<file path="src/rtl/mips_mem_pkg.sv">
// Shared types for the MIPS memory-port scheduler: FSM states, strobe levels
// and the encoding of which requester owns the current access.
package mips_mem_pkg;

  typedef enum logic [1:0] {
    IDLE,
    ACCESS,
    ACK
  } state_e;

  localparam logic STROBE_ON  = 1'b0;
  localparam logic STROBE_OFF = 1'b1;

  typedef enum logic {
    GNT_IF = 1'b0,
    GNT_D  = 1'b1
  } gnt_e;

endpackage

</file>
<file path="src/rtl/mem_grant_arb.sv">
// Fetch/data priority arbiter: data normally wins, but after MAX_DATA_RUN
// back-to-back data grants with fetch waiting, fetch gets one turn.
module mem_grant_arb
  import mips_mem_pkg::*;
#(
  parameter int MAX_DATA_RUN = 4
) (
  input  logic clk,
  input  logic rst,
  input  logic arb_en,
  input  logic if_req,
  input  logic d_req,
  output logic gnt_valid,
  output gnt_e gnt_sel
);

  localparam int SW = $clog2(MAX_DATA_RUN + 1);
  localparam logic [SW-1:0] STREAK_MAX = SW'(MAX_DATA_RUN);

  logic [SW-1:0] streak_q, streak_d;

  // Streak only moves on arbitration cycles; a quiet fetch side resets it.
  always_comb begin
    gnt_valid = arb_en & (if_req | d_req);
    gnt_sel   = (d_req && !(if_req && (streak_q == STREAK_MAX))) ? GNT_D : GNT_IF;
    streak_d  = streak_q;
    if (arb_en) begin
      if (!if_req) begin
        streak_d = '0;
      end else if (gnt_sel == GNT_D) begin
        if (streak_q != STREAK_MAX) begin
          streak_d = streak_q + 1'b1;
        end
      end else begin
        streak_d = '0;
      end
    end
  end

  always_ff @(posedge clk or posedge rst) begin
    if (rst) begin
      streak_q <= '0;
    end else begin
      streak_q <= streak_d;
    end
  end

endmodule

</file>
<file path="src/rtl/mem_port_sched.sv">
// Sequencer for the shared instruction/data memory port: arbitrates fetch vs
// LW/SW, drives active-low strobes for LAT cycles, then pulses the winner's ack.
module mem_port_sched
  import mips_mem_pkg::*;
#(
  parameter int AW           = 32,
  parameter int DW           = 32,
  parameter int LAT          = 2,
  parameter int MAX_DATA_RUN = 4
) (
  input  logic          clk,
  input  logic          rst,
  input  logic          if_req,
  input  logic [AW-1:0] if_addr,
  output logic          if_ack,
  output logic [DW-1:0] if_rdata,
  input  logic          d_req,
  input  logic          d_we,
  input  logic [AW-1:0] d_addr,
  input  logic [DW-1:0] d_wdata,
  output logic          d_ack,
  output logic [DW-1:0] d_rdata,
  output logic          stall,
  output logic          mem_enable,
  output logic          mem_read,
  output logic          mem_write,
  output logic [AW-1:0] mem_addr,
  output logic [DW-1:0] mem_wdata,
  input  logic [DW-1:0] mem_rdata
);

  localparam int CW = $clog2(LAT + 1);
  localparam logic [CW-1:0] CNT_LOAD = CW'(LAT);
  localparam logic [CW-1:0] CNT_LAST = CW'(1);

  state_e        state_q, state_d;
  logic [CW-1:0] cnt_q, cnt_d;
  gnt_e          winner_q, winner_d;
  logic          we_q, we_d;
  logic          mem_enable_q, mem_enable_d;
  logic          mem_read_q, mem_read_d;
  logic          mem_write_q, mem_write_d;
  logic [AW-1:0] mem_addr_q, mem_addr_d;
  logic [DW-1:0] mem_wdata_q, mem_wdata_d;
  logic          if_ack_q, if_ack_d;
  logic          d_ack_q, d_ack_d;
  logic [DW-1:0] if_rdata_q, if_rdata_d;
  logic [DW-1:0] d_rdata_q, d_rdata_d;

  logic gnt_valid;
  gnt_e gnt_sel;

  mem_grant_arb #(
    .MAX_DATA_RUN(MAX_DATA_RUN)
  ) u_arb (
    .clk      (clk),
    .rst      (rst),
    .arb_en   (state_q == IDLE),
    .if_req   (if_req),
    .d_req    (d_req),
    .gnt_valid(gnt_valid),
    .gnt_sel  (gnt_sel)
  );

  always_comb begin
    state_d      = state_q;
    cnt_d        = cnt_q;
    winner_d     = winner_q;
    we_d         = we_q;
    mem_enable_d = mem_enable_q;
    mem_read_d   = mem_read_q;
    mem_write_d  = mem_write_q;
    mem_addr_d   = mem_addr_q;
    mem_wdata_d  = mem_wdata_q;
    if_rdata_d   = if_rdata_q;
    d_rdata_d    = d_rdata_q;
    if_ack_d     = 1'b0;
    d_ack_d      = 1'b0;

    unique case (state_q)
      IDLE: begin
        if (gnt_valid) begin
          winner_d     = gnt_sel;
          we_d         = (gnt_sel == GNT_D) && d_we;
          mem_addr_d   = (gnt_sel == GNT_D) ? d_addr : if_addr;
          if (we_d) begin
            mem_wdata_d = d_wdata;
          end
          mem_enable_d = STROBE_ON;
          mem_read_d   = we_d ? STROBE_OFF : STROBE_ON;
          mem_write_d  = we_d ? STROBE_ON : STROBE_OFF;
          cnt_d        = CNT_LOAD;
          state_d      = ACCESS;
        end
      end
      // Strobes drop on the edge that ends the last access cycle, so the ACK
      // cycle already sees them high alongside the registered ack pulse.
      ACCESS: begin
        if (cnt_q != '0) begin
          cnt_d = cnt_q - 1'b1;
        end
        if (cnt_q == CNT_LAST) begin
          mem_enable_d = STROBE_OFF;
          mem_read_d   = STROBE_OFF;
          mem_write_d  = STROBE_OFF;
          state_d      = ACK;
          if (winner_q == GNT_IF) begin
            if_ack_d   = 1'b1;
            if_rdata_d = mem_rdata;
          end else begin
            d_ack_d = 1'b1;
            if (!we_q) begin
              d_rdata_d = mem_rdata;
            end
          end
        end
      end
      ACK: begin
        state_d = IDLE;
      end
      default: begin
        state_d = IDLE;
      end
    endcase
  end

  always_ff @(posedge clk or posedge rst) begin
    if (rst) begin
      state_q      <= IDLE;
      cnt_q        <= '0;
      winner_q     <= GNT_IF;
      we_q         <= 1'b0;
      mem_enable_q <= STROBE_OFF;
      mem_read_q   <= STROBE_OFF;
      mem_write_q  <= STROBE_OFF;
      mem_addr_q   <= '0;
      mem_wdata_q  <= '0;
      if_ack_q     <= 1'b0;
      d_ack_q      <= 1'b0;
      if_rdata_q   <= '0;
      d_rdata_q    <= '0;
    end else begin
      state_q      <= state_d;
      cnt_q        <= cnt_d;
      winner_q     <= winner_d;
      we_q         <= we_d;
      mem_enable_q <= mem_enable_d;
      mem_read_q   <= mem_read_d;
      mem_write_q  <= mem_write_d;
      mem_addr_q   <= mem_addr_d;
      mem_wdata_q  <= mem_wdata_d;
      if_ack_q     <= if_ack_d;
      d_ack_q      <= d_ack_d;
      if_rdata_q   <= if_rdata_d;
      d_rdata_q    <= d_rdata_d;
    end
  end

  assign if_ack     = if_ack_q;
  assign d_ack      = d_ack_q;
  assign if_rdata   = if_rdata_q;
  assign d_rdata    = d_rdata_q;
  assign mem_enable = mem_enable_q;
  assign mem_read   = mem_read_q;
  assign mem_write  = mem_write_q;
  assign mem_addr   = mem_addr_q;
  assign mem_wdata  = mem_wdata_q;
  assign stall      = (if_req & ~if_ack_q) | (d_req & ~d_ack_q);

endmodule

</file>
<file path="config.mk">
export PLATFORM = sky130hd
export DESIGN_NAME = mem_port_sched
export DESIGN_NICKNAME = d
export VERILOG_FILES = /design/src/rtl/mips_mem_pkg.sv /design/src/rtl/mem_grant_arb.sv /design/src/rtl/mem_port_sched.sv
export SDC_FILE = /design/constraint.sdc
export NUM_CORES = 1
export LEC_CHECK = 0
export ABC_AREA = 1
export CORE_AREA = 4 4 137 126
export CTS_BUF_LIST = sky130_fd_sc_hd__clkbuf_4
export CTS_CLUSTER_DIAMETER = 120
export DETAILED_ROUTE_END_ITERATION = 6
export DIE_AREA = 0 0 141 130
export HOLD_SLACK_MARGIN = 0.1
export PLACE_DENSITY_LB_ADDON = 0.1
export SYNTH_ARGS = -nofsm -noshare
export SYNTH_HDL_FRONTEND = slang
export SYNTH_SLANG_ARGS = --single-unit
</file>
<file path="constraint.sdc">
create_clock -name clk -period 4 [get_ports clk]
set_input_delay 0.4 -clock clk [delete_from_list [all_inputs] [get_ports clk]]
set_output_delay 0.4 -clock clk [all_outputs]
set_load 0.01 [all_outputs]
</file>
==> impl_metrics.tcl <==
set metrics [dict create \
    intPower_uw 1960 \
    r2r-end "mem_wdata[11]" \
    place_congestion 0.785 \
    power_per_cell_area_mw_per_mm2 282 \
    start_kind "input port" \
    grt_pass1_wl_um 28200 \
    total_leakage_power_uw 0.00457 \
    ys_seq_elements 142 \
    cp_cell_sequence "clkdlybuf4s50_1 -> buf_4 -> inv_1 -> o22ai_1 -> clkdlybuf4s50_1" \
    chipHeight_um 130 \
    vias 5462 \
    dieArea_mm2 0.0183 \
    grt_max_degree 65 \
    cts.reportedPaths.clkPinSlew_ns 0.14 \
    critPathSlowestCell "clkdlybuf4s50_1" \
    slew_viol_final 0 \
    clock_sinks 142 \
    drt_pass1_iterations 6 \
    grt_pass1_vias 5390 \
    fin_worst_skew_ns 0.0195 \
    cpMostUsedCell "clkdlybuf4s50_1" \
    antenna_left 0 \
    status "finished clean" \
    synth_nets 861 \
    setup-tns-final_ns 0 \
    cp.arrival_ns 2.12 \
    synth_top_area_cell "dfrtp_1" \
    initial_utilization_pct 38.3 \
    drc 0 \
    wl_um 17600 \
    p_sw_share_pct 24.6 \
    wl_per_cell_um 14.6 \
    final_hold_viol_count 0 \
    critPathBufInv 4 \
    place_hpwl_um 12200 \
    postCtsResizedCells 0 \
    ir_worst_vdd_mv 0.147 \
    relSlewSlack_pct 33.3 \
    cp_max_fo 39 \
    hold_depth 3 \
    final_common_cell "nand2_1" \
    syn_to_final_growth_pct 51.9 \
    nets 1120 \
    path_delay_family "buffers and inverters" \
    worst-path-stages 5 \
    overflow 0 \
    power_frac_clock_pct 36.5 \
    critPathCaptureType "primary output" \
    cts_buffers 17 \
    critical_path_class "input port to primary output" \
    seqPwrFrac_pct 55.2 \
    boundaryPins 267 \
    viasPerCell 4.53 \
    setup_violations 0 \
    postSynthAreaPerCell_um2 8.39 \
    hold_buffers 0 \
    coreArea_mm2 0.0159 \
    cts_root_buf "clkbuf_4" \
    post_cts_buffers 0 \
    max_stage_delay_ns 0.58 \
    grt_usage_pct 19.6 \
    fmax_ghz 0.397 \
    htree_levels 4 \
    final_cell_mix "nand2_1 (339), clkdlybuf4s50_1 (266), dfrtp_1 (139), inv_1 (78), nand3_1 (38)" \
    final_util_pct 58.2 \
    rr_worst_depth 6 \
    numPortBuffers 266 \
    period_share_pct 62.9 \
    worst_pin_slew_ns 0.998 \
    clk_latency_ns 0.54 \
    period_minus_slack_ns 2.52 \
    rsz0062_at_grt "false" \
    synthCells 724 \
    drive_above_1_share_pct 5.32 \
    hp-start "d_wdata[14]" \
    cp_data_required_time_ns 3.60 \
    cts_tree "yes" \
    grt_antenna_before_repair 2 \
    yosysWarnings 0 \
    crit_start "d_req" \
    netSwitchingPower_uw 639 \
    whs_endpoint "mem_wdata[14]" \
    synth_top_cells_by_area "dfrtp_1 (57%), nand2_1 (21%), inv_1 (4.9%), nand3b_1 (4.0%), nand3_1 (3.1%)" \
    ys_seq_area_share_pct 58.6 \
    hp-class "input port to flip-flop" \
    syn_area_mm2 0.00607 \
    reg2reg_slack_ns 1.98 \
    synth.distinct_cells 21 \
    die_w_um 141 \
    p_comb_share_pct 8.2 \
    cap_violations 0 \
    drt_iter0_markers 252 \
    cts_buffer_depth 2 \
    synth_top_cell_area_share_pct 57.3 \
    rows 44 \
    rr_startpoint "u_arb.streak_q[0]" \
]
layer usage:
layer	vias to the layer above	routed length, µm	global-route usage [%]	part of all wire [%]
li1	2742	-	-	-
met1	2506	7730	25.5	44
met2	189	7910	30.4	45
met3	25	1640	7.59	9.3
met4	0	362	6.72	2.1
met5	-	0	0	0
cell type report:
type                            instances  area [µm²]
Timing Repair Buffer                  276        2760
Clock inverter                         14         159
Clock buffer                           18         135
Sequential cell                       142        3560
Fill cell                            1454        6630
Antenna cell                            2        5.00
Tap cell                              207         259
Multi-Input combinational cell        466        2050
Inverter                               80         304
worst register-to-register path, stage by stage (launching register included):
cell,delay (ns)
dfrtp_1,0.39
inv_1,0.07
ha_1,0.20
nand3_1,0.17
nand4_2,0.74
nand2_1,0.28
nand2_1,0.08
power groups by stage:
stage | clock (µW) | combinational (µW) | sequential, µW
floorplan | 0 | 57.9 | 1460
global placement | 0 | 216 | 1460
detailed placement | 0 | 217 | 1460
CTS | 998 | 218 | 1440
global route | 1060 | 236 | 1440
finish | 950 | 214 | 1440
cell usage after synthesis:
library cell / instances
nand4_1: 2
buf_2: 23
nand2_1: 339
dfstp_2: 3
nand3_1: 38
nor2_2: 3
clkbuf_1: 8
nand4_2: 1
dfrtp_1: 139
o21ai_1: 7
buf_1: 2
o21ai_0: 32
inv_2: 1
nor2_1: 2
ha_1: 4
a21oi_1: 4
inv_1: 79
o22ai_1: 1
buf_4: 3
nor3_4: 1
nand3b_1: 32
kinds of logic after synthesis:
| kind of cell | after synthesis | synth area share [%] |
|---|---|---|
| and+or+nand+nor | 418 | 29.1 |
| DFF | 142 | 58.6 |
| buffers and inverters | 116 | 7.83 |
| AOI/OAI and AO/OA | 44 | 3.65 |
| adders and majority gates | 4 | 0.824 |
worst max path at each step:
stage | endpoint
after floorplan | cnt_q[0]
after global placement | mem_wdata[31]
after detailed placement | mem_wdata[10]
after CTS | stall
after global routing | stall
final | stall
per-stage QoR:
| stage | power [µW] | std cells | hold WS, ns | setup WS, ns | cell area (µm²) |
|---|---|---|---|---|---|
| 3_3_place_gp | 1680 | 1171 | 0.455 | 1.44 | 8930 |
| 6_report | 2600 | 1205 | 0.374 | 1.48 | 9230 |
| 3_5_place_dp | 1680 | 1171 | 0.458 | 1.39 | 8930 |
| 2_1_floorplan | 1520 | 724 | 0.469 | 1.83 | 6080 |
| 4_1_cts | 2650 | 1203 | 0.307 | 1.47 | 9220 |
| 5_1_grt | 2730 | 1205 | 0.323 | 1.40 | 9230 |
flip-flops by register name, indices dropped and copies added (netlist names):
name,flops
if_rdata,32
cnt_q,2
winner_q,1
state_q,2
d_ack,1
d_rdata,32
mem_enable,1
if_ack,1
we_q,1
mem_addr,32
mem_wdata,32
u_arb.streak_q,3
mem_write,1
mem_read,1
No activity file was read; power rests on OpenSTA's default activity.
